[src/rtl/dyt_pkg.sv]
// dyt_pkg: shared widths and operand-source helper for the operand fetch stage
package dyt_pkg;
    localparam int XLEN       = 32;
    localparam int ADDR_WIDTH = 4;
    localparam int NUM_REGS   = 2 ** ADDR_WIDTH;
    typedef enum logic [1:0] {SRC_ZERO, SRC_BYPASS, SRC_RF} op_src_e;
    // x0 always reads zero; a same-cycle writeback beats the register file
    function automatic op_src_e op_src(input logic is_x0, input logic bypass);
        return is_x0 ? SRC_ZERO : bypass ? SRC_BYPASS : SRC_RF;
    endfunction
endpackage

[src/rtl/dyt_operand_fetch_if.sv]
// dyt_operand_fetch_if: bundle of the operand fetch stage's external signals
//   upstream   : in_valid/in_ready, in_rs1/in_rs2/in_rd, in_rd_we, in_pc
//   reg file   : r_a_addr/r_b_addr out, r_a_data/r_b_data in (combinational)
//   writeback  : wb_en, wb_addr, wb_data
//   downstream : out_valid/out_ready, out_rs1_data/out_rs2_data, out_pc, out_rd, out_rd_we
//   control    : flush in, pending (scoreboard state, observation only)
interface dyt_operand_fetch_if #(
    parameter int XLEN       = dyt_pkg::XLEN,
    parameter int ADDR_WIDTH = dyt_pkg::ADDR_WIDTH
);
    import dyt_pkg::*;
    logic                     in_valid;
    logic                     in_ready;
    logic [ADDR_WIDTH-1:0]    in_rs1;
    logic [ADDR_WIDTH-1:0]    in_rs2;
    logic [ADDR_WIDTH-1:0]    in_rd;
    logic                     in_rd_we;
    logic [XLEN-1:0]          in_pc;
    logic [ADDR_WIDTH-1:0]    r_a_addr;
    logic [ADDR_WIDTH-1:0]    r_b_addr;
    logic [XLEN-1:0]          r_a_data;
    logic [XLEN-1:0]          r_b_data;
    logic                     wb_en;
    logic [ADDR_WIDTH-1:0]    wb_addr;
    logic [XLEN-1:0]          wb_data;
    logic                     flush;
    logic                     out_valid;
    logic                     out_ready;
    logic [XLEN-1:0]          out_rs1_data;
    logic [XLEN-1:0]          out_rs2_data;
    logic [XLEN-1:0]          out_pc;
    logic [ADDR_WIDTH-1:0]    out_rd;
    logic                     out_rd_we;
    logic [2**ADDR_WIDTH-1:0] pending;

    modport slave (
        input  in_valid, in_rs1, in_rs2, in_rd, in_rd_we, in_pc, r_a_data, r_b_data,
               wb_en, wb_addr, wb_data, flush, out_ready,
        output in_ready, r_a_addr, r_b_addr, out_valid, out_rs1_data, out_rs2_data,
               out_pc, out_rd, out_rd_we, pending
    );

    modport master (
        output in_valid, in_rs1, in_rs2, in_rd, in_rd_we, in_pc, r_a_data, r_b_data,
               wb_en, wb_addr, wb_data, flush, out_ready,
        input  in_ready, r_a_addr, r_b_addr, out_valid, out_rs1_data, out_rs2_data,
               out_pc, out_rd, out_rd_we, pending
    );
endinterface

[src/rtl/dyt_scoreboard.sv]
// dyt_scoreboard: per-register pending bits with set-over-clear priority and hazard lookup
//   clk, rst           - clock, asynchronous active-low reset
//   set_en, set_addr   - mark a destination busy (instruction issued)
//   clr_en, clr_addr   - writeback retiring a destination
//   rs1, rs2, rd, rd_we - register numbers of the held instruction
//   hazard             - held instruction must wait
//   pending            - current busy bits, bit 0 always clear
module dyt_scoreboard #(
    parameter int ADDR_WIDTH = dyt_pkg::ADDR_WIDTH
) (
    input  logic                     clk,
    input  logic                     rst,
    input  logic                     set_en,
    input  logic [ADDR_WIDTH-1:0]    set_addr,
    input  logic                     clr_en,
    input  logic [ADDR_WIDTH-1:0]    clr_addr,
    input  logic [ADDR_WIDTH-1:0]    rs1,
    input  logic [ADDR_WIDTH-1:0]    rs2,
    input  logic [ADDR_WIDTH-1:0]    rd,
    input  logic                     rd_we,
    output logic                     hazard,
    output logic [2**ADDR_WIDTH-1:0] pending
);
    import dyt_pkg::*;
    logic [2**ADDR_WIDTH-1:0] nxt;
    logic busy_rs1, busy_rs2, busy_rd;

    // a register being written back this cycle is already satisfied via the bypass
    assign busy_rs1 = rs1 != '0 && pending[rs1] && !(clr_en && clr_addr == rs1);
    assign busy_rs2 = rs2 != '0 && pending[rs2] && !(clr_en && clr_addr == rs2);
    assign busy_rd  = rd  != '0 && pending[rd]  && !(clr_en && clr_addr == rd);
    assign hazard   = busy_rs1 || busy_rs2 || (rd_we && busy_rd);

    // set is applied after clear so a new producer wins over an older writeback
    always_comb begin
        nxt = pending;
        if (clr_en) nxt[clr_addr] = 1'b0;
        if (set_en) nxt[set_addr] = 1'b1;
        nxt[0] = 1'b0;
    end

    always_ff @(posedge clk or negedge rst)
        if (!rst) pending <= '0;
        else pending <= nxt;
endmodule

[src/rtl/dyt_operand_fetch.sv]
// dyt_operand_fetch: one-entry operand fetch stage between decode and execute
//   clk - clock, all state on the rising edge
//   rst - asynchronous active-low reset
//   bus - decode handshake, register file reads, writeback bypass, flush, execute handshake
module dyt_operand_fetch #(
    parameter int XLEN       = dyt_pkg::XLEN,
    parameter int ADDR_WIDTH = dyt_pkg::ADDR_WIDTH
) (
    input  logic               clk,
    input  logic               rst,
    dyt_operand_fetch_if.slave bus
);
    import dyt_pkg::*;
    logic                  s_valid;
    logic [ADDR_WIDTH-1:0] s_rs1;
    logic [ADDR_WIDTH-1:0] s_rs2;
    logic [ADDR_WIDTH-1:0] s_rd;
    logic                  s_rd_we;
    logic [XLEN-1:0]       s_pc;
    logic                  hazard;
    logic                  issue;
    logic                  accept;
    op_src_e               a_src;
    op_src_e               b_src;

    assign bus.out_valid = s_valid && !hazard && !bus.flush;
    assign issue         = bus.out_valid && bus.out_ready;
    // flush also refuses new work so the killed slot is not refilled in the same cycle
    assign bus.in_ready  = !bus.flush && (!s_valid || issue);
    assign accept        = bus.in_valid && bus.in_ready;

    // held addresses drive the register file every cycle so a stalled instruction re-reads
    assign bus.r_a_addr  = s_rs1;
    assign bus.r_b_addr  = s_rs2;

    assign a_src = op_src(s_rs1 == '0, bus.wb_en && bus.wb_addr == s_rs1);
    assign b_src = op_src(s_rs2 == '0, bus.wb_en && bus.wb_addr == s_rs2);
    assign bus.out_rs1_data = (!s_valid || a_src == SRC_ZERO) ? '0 :
                              (a_src == SRC_BYPASS) ? bus.wb_data : bus.r_a_data;
    assign bus.out_rs2_data = (!s_valid || b_src == SRC_ZERO) ? '0 :
                              (b_src == SRC_BYPASS) ? bus.wb_data : bus.r_b_data;
    assign bus.out_pc    = s_pc;
    assign bus.out_rd    = s_rd;
    assign bus.out_rd_we = s_rd_we;

    always_ff @(posedge clk or negedge rst)
        if (!rst) begin
            s_valid <= 1'b0;
            s_rs1   <= '0;
            s_rs2   <= '0;
            s_rd    <= '0;
            s_rd_we <= 1'b0;
            s_pc    <= '0;
        end else if (accept) begin
            s_valid <= 1'b1;
            s_rs1   <= bus.in_rs1;
            s_rs2   <= bus.in_rs2;
            s_rd    <= bus.in_rd;
            s_rd_we <= bus.in_rd_we;
            s_pc    <= bus.in_pc;
        end else if (bus.flush || issue) begin
            s_valid <= 1'b0;
        end

    dyt_scoreboard #(.ADDR_WIDTH(ADDR_WIDTH)) u_sb (
        .clk      (clk),
        .rst      (rst),
        .set_en   (issue && s_rd_we && s_rd != '0),
        .set_addr (s_rd),
        .clr_en   (bus.wb_en),
        .clr_addr (bus.wb_addr),
        .rs1      (s_rs1),
        .rs2      (s_rs2),
        .rd       (s_rd),
        .rd_we    (s_rd_we),
        .hazard   (hazard),
        .pending  (bus.pending)
    );
endmodule

[src/flat_wrapper.sv]
// flat-port wrapper written by rule: the top's interface ports become plain ports
module dyt_operand_fetch_flat import dyt_pkg::*;
#(
    parameter int XLEN       = dyt_pkg::XLEN,
    parameter int ADDR_WIDTH = dyt_pkg::ADDR_WIDTH
)
  (clk, rst, bus_in_valid, bus_in_rs1, bus_in_rs2, bus_in_rd, bus_in_rd_we, bus_in_pc, bus_r_a_data, bus_r_b_data, bus_wb_en, bus_wb_addr, bus_wb_data, bus_flush, bus_out_ready, bus_in_ready, bus_r_a_addr, bus_r_b_addr, bus_out_valid, bus_out_rs1_data, bus_out_rs2_data, bus_out_pc, bus_out_rd, bus_out_rd_we, bus_pending);
  dyt_operand_fetch_if #(.XLEN(XLEN), .ADDR_WIDTH(ADDR_WIDTH)) bus_i ();
  input  logic clk;
  input  logic rst;
  input wire logic [$bits(bus_i.in_valid)-1:0] bus_in_valid;
  input wire logic [$bits(bus_i.in_rs1)-1:0] bus_in_rs1;
  input wire logic [$bits(bus_i.in_rs2)-1:0] bus_in_rs2;
  input wire logic [$bits(bus_i.in_rd)-1:0] bus_in_rd;
  input wire logic [$bits(bus_i.in_rd_we)-1:0] bus_in_rd_we;
  input wire logic [$bits(bus_i.in_pc)-1:0] bus_in_pc;
  input wire logic [$bits(bus_i.r_a_data)-1:0] bus_r_a_data;
  input wire logic [$bits(bus_i.r_b_data)-1:0] bus_r_b_data;
  input wire logic [$bits(bus_i.wb_en)-1:0] bus_wb_en;
  input wire logic [$bits(bus_i.wb_addr)-1:0] bus_wb_addr;
  input wire logic [$bits(bus_i.wb_data)-1:0] bus_wb_data;
  input wire logic [$bits(bus_i.flush)-1:0] bus_flush;
  input wire logic [$bits(bus_i.out_ready)-1:0] bus_out_ready;
  output wire logic [$bits(bus_i.in_ready)-1:0] bus_in_ready;
  output wire logic [$bits(bus_i.r_a_addr)-1:0] bus_r_a_addr;
  output wire logic [$bits(bus_i.r_b_addr)-1:0] bus_r_b_addr;
  output wire logic [$bits(bus_i.out_valid)-1:0] bus_out_valid;
  output wire logic [$bits(bus_i.out_rs1_data)-1:0] bus_out_rs1_data;
  output wire logic [$bits(bus_i.out_rs2_data)-1:0] bus_out_rs2_data;
  output wire logic [$bits(bus_i.out_pc)-1:0] bus_out_pc;
  output wire logic [$bits(bus_i.out_rd)-1:0] bus_out_rd;
  output wire logic [$bits(bus_i.out_rd_we)-1:0] bus_out_rd_we;
  output wire logic [$bits(bus_i.pending)-1:0] bus_pending;
  assign bus_i.in_valid = bus_in_valid;
  assign bus_i.in_rs1 = bus_in_rs1;
  assign bus_i.in_rs2 = bus_in_rs2;
  assign bus_i.in_rd = bus_in_rd;
  assign bus_i.in_rd_we = bus_in_rd_we;
  assign bus_i.in_pc = bus_in_pc;
  assign bus_i.r_a_data = bus_r_a_data;
  assign bus_i.r_b_data = bus_r_b_data;
  assign bus_i.wb_en = bus_wb_en;
  assign bus_i.wb_addr = bus_wb_addr;
  assign bus_i.wb_data = bus_wb_data;
  assign bus_i.flush = bus_flush;
  assign bus_i.out_ready = bus_out_ready;
  assign bus_in_ready = bus_i.in_ready;
  assign bus_r_a_addr = bus_i.r_a_addr;
  assign bus_r_b_addr = bus_i.r_b_addr;
  assign bus_out_valid = bus_i.out_valid;
  assign bus_out_rs1_data = bus_i.out_rs1_data;
  assign bus_out_rs2_data = bus_i.out_rs2_data;
  assign bus_out_pc = bus_i.out_pc;
  assign bus_out_rd = bus_i.out_rd;
  assign bus_out_rd_we = bus_i.out_rd_we;
  assign bus_pending = bus_i.pending;
  dyt_operand_fetch #(.XLEN(XLEN), .ADDR_WIDTH(ADDR_WIDTH)) u_core (.clk(clk), .rst(rst), .bus(bus_i));
endmodule
[config.mk]
export PLATFORM = sky130hd
export DESIGN_NAME = dyt_operand_fetch_flat
export DESIGN_NICKNAME = d
export VERILOG_FILES = /design/src/rtl/dyt_pkg.sv /design/src/rtl/dyt_operand_fetch_if.sv /design/src/rtl/dyt_scoreboard.sv /design/src/rtl/dyt_operand_fetch.sv /design/src/flat_wrapper.sv
export SDC_FILE = /design/constraint.sdc
export NUM_CORES = 1
export LEC_CHECK = 0
export CAP_MARGIN = 0
export CORE_AREA = 2 2 119 121
export DETAILED_ROUTE_END_ITERATION = 10
export DIE_AREA = 0 0 121 123
export GPL_ROUTABILITY_DRIVEN = 1
export GPL_TIMING_DRIVEN = 0
export PLACE_DENSITY = 0.73
export SLEW_MARGIN = 40
export SYNTH_ARGS = -nofsm -noshare
export SYNTH_HDL_FRONTEND = slang
export SYNTH_SLANG_ARGS = --single-unit
[constraint.sdc]
create_clock -name clk -period 10.4 [get_ports clk]
set_clock_uncertainty 0.05 [all_clocks]
set_input_delay 3.12 -clock clk [delete_from_list [all_inputs] [get_ports clk]]
set_output_delay 3.12 -clock clk [all_outputs]
set_load 0.01 [all_outputs]
### Yosys cells after proc, flatten, opt, wreduce, memory -nomap -nowiden

Cells that the tools add are included.

| word-level totals | value |
|---|---|
| register bits | 61 |
| input bits | 151 |
| output and inout port bits | 127 |
| logic and storage cells | 82 |

| operators by class | value |
|---|---|
| $lt $le $gt $ge | 6 |
| eq/ne operators | 5 |
| muxes and demuxes | 22 |
| bitwise logic cells | 3 |
| reductions and logical operators | 39 |

Operator list:

| cell | count |
|---|---|
| $mux 32 | 4 |
| $mux 16 | 2 |
| $lt 4x5->1 const B | 4 |
| $logic_and 1x1->1 | 19 |
| $and 16x16->16 | 1 |
| $not 16->16 | 1 |
| $or 16x16->16 | 1 |
| $bmux 1 s4 | 3 |
| $eq 4x4->1 | 3 |
| $reduce_bool 4->1 | 3 |
| $demux 1 s4 | 2 |
| $ge 4x1->1 const B | 2 |
| $logic_not 4->1 | 2 |
| $mux 2 | 4 |
| $mux 1 | 7 |
| $logic_not 1->1 | 6 |
| $logic_or 1x1->1 | 6 |
| $eq 2x1->1 const B | 2 |
| $logic_not 2->1 | 2 |
| $reduce_bool 2->1 | 1 |

### Logic depth before layout (Yosys ltp)

| depth | value |
|---|---|
| word-level depth | 14 |
| mapped depth | 9 |
| depth with buffers taken out | 6 |

### Hierarchy

A second synthesis with hierarchy kept.

| second synthesis, totals | value |
|---|---|
| cell total of the unflattened synthesis | 482 |
| area, all modules | 4,541.9 um2 |

Modules (own cells, without submodules):

| module | instances | cells each | area each (um2) | sequential area each (um2) |
|---|---|---|---|---|
| dyt_operand_fetch | 1 | 350 | 3,280.6 | 1,151.1 |
| dyt_scoreboard | 1 | 132 | 1,261.2 | 375.4 |

### Worst setup path after synthesis

OpenSTA, ideal clock, no wires.

| timing path | value |
|---|---|
| path type | input to output |
| start point | input bus_wb_addr[1] |
| end point | output bus_out_valid |
| arrival time | 4,937 ps |
| required time | 7,230 ps |
| setup slack | 2,293 ps |
| stages on the path | 8 |
| buffers on the path | 2 |
| path through | buf_2 inv_1 a222oi_1 or4b_1 buf_2 a32oi_4 nand2_1 nor3b_1 |

| between the ends | value |
|---|---|
| cells in the longest elaborated chain, start to end | 9 |
| elaborated cells on any way between the ends | 18 |
| classes of those cells | 3 x eq/ne; 15 x reduce/logical |

Ends and longest elaborated chain:

| item | RTL line | RTL |
|---|---|---|
| start: declaration | flat_wrapper.sv:20 | `input wire logic [$bits(bus_i.wb_addr)-1:0] bus_wb_addr;` |
| $eq 4x4->1 (on tied branches) | dyt_scoreboard.sv:29, dyt_scoreboard.sv:30, dyt_scoreboard.sv:31 |  |
| $logic_and 1x1->1 (on tied branches) | dyt_scoreboard.sv:29, dyt_scoreboard.sv:30, dyt_scoreboard.sv:31 |  |
| $logic_not 1->1 (on tied branches) | dyt_scoreboard.sv:29, dyt_scoreboard.sv:30, dyt_scoreboard.sv:31 |  |
| $logic_and 1x1->1 (on tied branches) | dyt_scoreboard.sv:29, dyt_scoreboard.sv:30, dyt_scoreboard.sv:31 |  |
| $logic_or 1x1->1 / $logic_and 1x1->1 (equally long branches) | dyt_scoreboard.sv:32 | `assign hazard = busy_rs1 \|\| busy_rs2 \|\| (rd_we && busy_rd);` |
| $logic_or 1x1->1 (*) | dyt_scoreboard.sv:32 |  |
| $logic_not 1->1 (*) | dyt_operand_fetch.sv:26 | `assign bus.out_valid = s_valid && !hazard && !bus.flush;` |
| $logic_and 1x1->1 (*) (2 in a row) | dyt_operand_fetch.sv:26 |  |
| end: declaration | flat_wrapper.sv:27 | `output wire logic [$bits(bus_i.out_valid)-1:0] bus_out_valid;` |

Mark *: on every way between the ends. The rest lies on a longest branch, timed or not.

### Worst setup path in the final report

| timing path | value |
|---|---|
| start point | input bus_wb_addr[0] |
| end point | output bus_out_rs2_data[18] |

| between the ends | value |
|---|---|
| cells in the longest elaborated chain, start to end | 7 |
| elaborated cells on any way between the ends | 9 |
| classes of those cells | 2 x eq/ne; 4 x mux; 3 x reduce/logical |

Ends and longest elaborated chain:

| item | RTL line | RTL |
|---|---|---|
| $eq 4x4->1 (*) | dyt_operand_fetch.sv:37 | `assign b_src = op_src(s_rs2 == '0, bus.wb_en && bus.wb_addr == s_rs2);` |
| $logic_and 1x1->1 (*) | dyt_operand_fetch.sv:37 |  |
| $mux 2 (*) (2 in a row) | dyt_pkg.sv:9 | `return is_x0 ? SRC_ZERO : bypass ? SRC_BYPASS : SRC_RF;` |
| $eq 2x1->1 / $logic_not 2->1 (equally long branches) | dyt_operand_fetch.sv:41, dyt_operand_fetch.sv:40 |  |
| $mux 32 / $logic_or 1x1->1 (equally long branches) | dyt_operand_fetch.sv:41, dyt_operand_fetch.sv:40 |  |
| $mux 32 (*) | dyt_operand_fetch.sv:40 | `assign bus.out_rs2_data = (!s_valid \|\| b_src == SRC_ZERO) ? '0 :` |
| end: declaration | flat_wrapper.sv:29 | `output wire logic [$bits(bus_i.out_rs2_data)-1:0] bus_out_rs2_data;` |

Marked as above.

==> impl_metrics.env <==
export IMPL_grt_overflow=0
export IMPL_core_um2=13600
export IMPL_setup_viol=0
export IMPL_synth_area_top_cells="dfrtp_1 (38%), mux2_1 (11%), mux2i_1 (8.0%)"
export IMPL_status="complete, no violations"
export IMPL_clock_latency_ns=0.33
export IMPL_cts_buffer_depth=2
export IMPL_via_per_inst=4.91
export IMPL_min_path_type="flop to flop"
export IMPL_drt_wl_total_um=15800
export IMPL_critical_path_class="input pin to primary output"
export IMPL_setup_tns_ns=0
export IMPL_irDropWorstVdd_v=0.000136
export IMPL_dp_cells=880
export IMPL_htreeDepth=3
export IMPL_fin_crit_sh_pct=90.1
export IMPL_synth_top_area_cell="dfrtp_1"
export IMPL_wl_per_cell_um=17.6
export IMPL_rsz0062_at_grt="no"
export IMPL_initial_utilization_pct=29.3
export IMPL_synth_edf_count=0
export IMPL_ys_seq_area_share_pct=38.3
export IMPL_netlist_area_um2=3980
export IMPL_powerDensity_nw_per_um2=222
export IMPL_ant_nets=0
export IMPL_firstDrtPassIters=6
export IMPL_hold_viol=0
export IMPL_crit_arrival_ns=6.20
export IMPL_synth_async_sr_flop_share_pct=100
export IMPL_synth_xor_area_share_pct=1.98
export IMPL_area_growth_pct=82.5
export IMPL_cp_startpoint="bus_wb_addr[0]"
export IMPL_grt_pass1_vias=4336
export IMPL_synth_mux_area_share_pct=26.7
export IMPL_syn_inst=426
export IMPL_cp_start_kind="input pin"
export IMPL_synth_seq_cells=61
export IMPL_stdcell_area_um2=7270
export IMPL_required_ns=7.23
export IMPL_dieHeight_um=123
export IMPL_syn_nets=577
export IMPL_synth_top_area_share_pct=38.3
export IMPL_hpwlAfterDp_um=12800
export IMPL_p_leak_nw=3.04
export IMPL_layout_common_cells="clkdlybuf4s50_1 (272), nand2_1 (73), dfrtp_1 (61), mux2_1 (40), nor2_1 (36)"
export IMPL_relSlewSlack_pct=52.7
export IMPL_place_area_um2=6960
export IMPL_num_rows=43
export IMPL_ctsResizeCount=0
export IMPL_fmax_ghz=0.107
export IMPL_critPathCaptureType="primary output"
export IMPL_cts_num_sinks=61
export IMPL_synth_area_per_cell_um2=9.35
export IMPL_routabilityCongestion=0.901
export IMPL_layout_commonest_cell="clkdlybuf4s50_1"
export IMPL_cts_buffers=9
export IMPL_grt_max_degree=41
export IMPL_io_buffers=273
export IMPL_synth_main_ff_cell="dfrtp_1"
export IMPL_finalCriticalPeriod_ns=9.37
export IMPL_worstHoldStart="u_core.bus.out_pc[31]"
export IMPL_reg2reg_from="u_core.bus.r_b_addr[1]"
export IMPL_synth_compound_area_share_pct=12.2
export IMPL_first_iter_violations=183
export IMPL_clk_pin_slew_worst_paths_ns=0.06
export IMPL_num_vias=4406
export IMPL_grt_pass1_wl_um=23200
export IMPL_cts_root_buf="clkbuf_16"
export IMPL_slew_violations=0
export IMPL_grt_antenna_before_repair=2
export IMPL_synth_warnings=0
export IMPL_drc=0
export IMPL_synth_fa_ha_area_share_pct=0
export IMPL_die_w_um=121
export IMPL_drive_gt1_share_pct=7.26
export IMPL_cp_max_fo=10
export IMPL_cts_hold_buffers=0
export IMPL_ios=278
export IMPL_cts_tree="built"
export IMPL_dieArea_um2=14900
export IMPL_maxCapViolations=0
export IMPL_grtUsageTotal_pct=20.2
export IMPL_nets=862
export IMPL_synth_simple_area_share_pct=16.2
export IMPL_max_slew_worst_pin_slew_ns=0.710
export IMPL_ys_types=42
export IMPL_cts_setup_buffers=0
export IMPL_synth_top_family_by_area="multiplexers"
export IMPL_fin_cells=897
==> metal layers <==
metal  GRT usage [%]  up-vias  share of wire (%)
met2            36.3      222                 51
met1            22.5     2074                 37
met5               0        -              0.082
met3            6.64       31                9.0
met4            6.40        2                2.5
li1                -     2077                  -
==> area by class of cell <==
cell class                 instances  area, um2
timing repair buffer             274       2750
tap                              180        225
buffer                            33        164
multi-input combinational        328       2280
clock buffer                      10        239
fill                            1192       6340
sequential                        61       1530
inverter                           4       15.0
antenna                            1       2.50
clock inverter                     6       70.1
==> kinds of logic after synthesis <==
logic type / after synthesis
AO/OA/AOI/OAI: 82
multiplexers: 91
AND/OR/NAND/NOR: 145
flip-flops: 61
XOR/XNOR: 9
buffers and inverters: 37
other: 1
==> path summary, 6_finish.rpt <==
kind	slack, ns	cells after the start	to
min in group asynchronous	2.63	1	u_core.bus.out_pc[7]
worst max-delay path	1.03	9	bus_out_rs2_data[18]
worst min register to register	0.44	1	u_core.bus.out_pc[31]
worst max register to register	7.42	8	u_core.bus.r_b_addr[0]
max in group asynchronous	7.17	2	u_core.bus.r_b_addr[0]
worst min-delay path	0.44	1	u_core.bus.out_pc[31]
==> report_power, final <==
part / internal [W] / switching (W) / total, W
clock: 0.000193 / 0.000112 / 0.000305
combinational: 0.000490 / 0.000399 / 0.000889
sequential: 0.000341 / 0.0000815 / 0.000423
total: 0.00102 / 0.000592 / 0.00162
==> registers in the layout, summed over array words and instances (netlist names) <==
signal / cells
u_core.bus.r_b_addr: 4
u_core.bus.out_rd_we: 1
u_core.bus.out_pc: 32
u_core.u_sb.pending: 15
u_core.bus.out_rd: 4
u_core.s_valid: 1
u_core.bus.r_a_addr: 4
==> stage by stage <==
step	utilization [%]	total power [W]	hold WS [ns]	setup slack [ns]
after floorplan	-	0.000845	0.484	2.29
after global placement	51.0	0.00130	0.423	1.09
after detailed placement	51.1	0.00132	0.433	1.07
after CTS	53.4	0.00163	0.444	1.06
after global routing	53.4	0.00172	0.453	0.924
final	53.4	0.00162	0.441	1.03
==> worst max-delay path: stages <==
cell and delay [ns]:
clkdlybuf4s50_1 0.64, inv_2 0.08, a222oi_1 0.30, or4b_1 0.46, buf_2 0.20, buf_1 0.34
mux2i_1 0.20, nor2_1 0.26, clkdlybuf4s50_1 0.59
==> cell usage after synthesis (all sizes together) (2+ instances only) <==
master  number
xnor2        5
nand3        2
nand2b       7
nand4        4
o22ai        5
a21oi       33
nor2        36
dfrtp       61
nand2       73
xor2         4
o21ai       33
nor2b        7
nand3b       3
and2         2
nor3         2
nor3b        2
a221oi       3
inv          4
clkbuf      17
or2          2
buf         16
mux4         7
mux2        52
o32ai        2
mux2i       32
a31oi        2
Note: power is estimated with default switching activity, not from simulation.
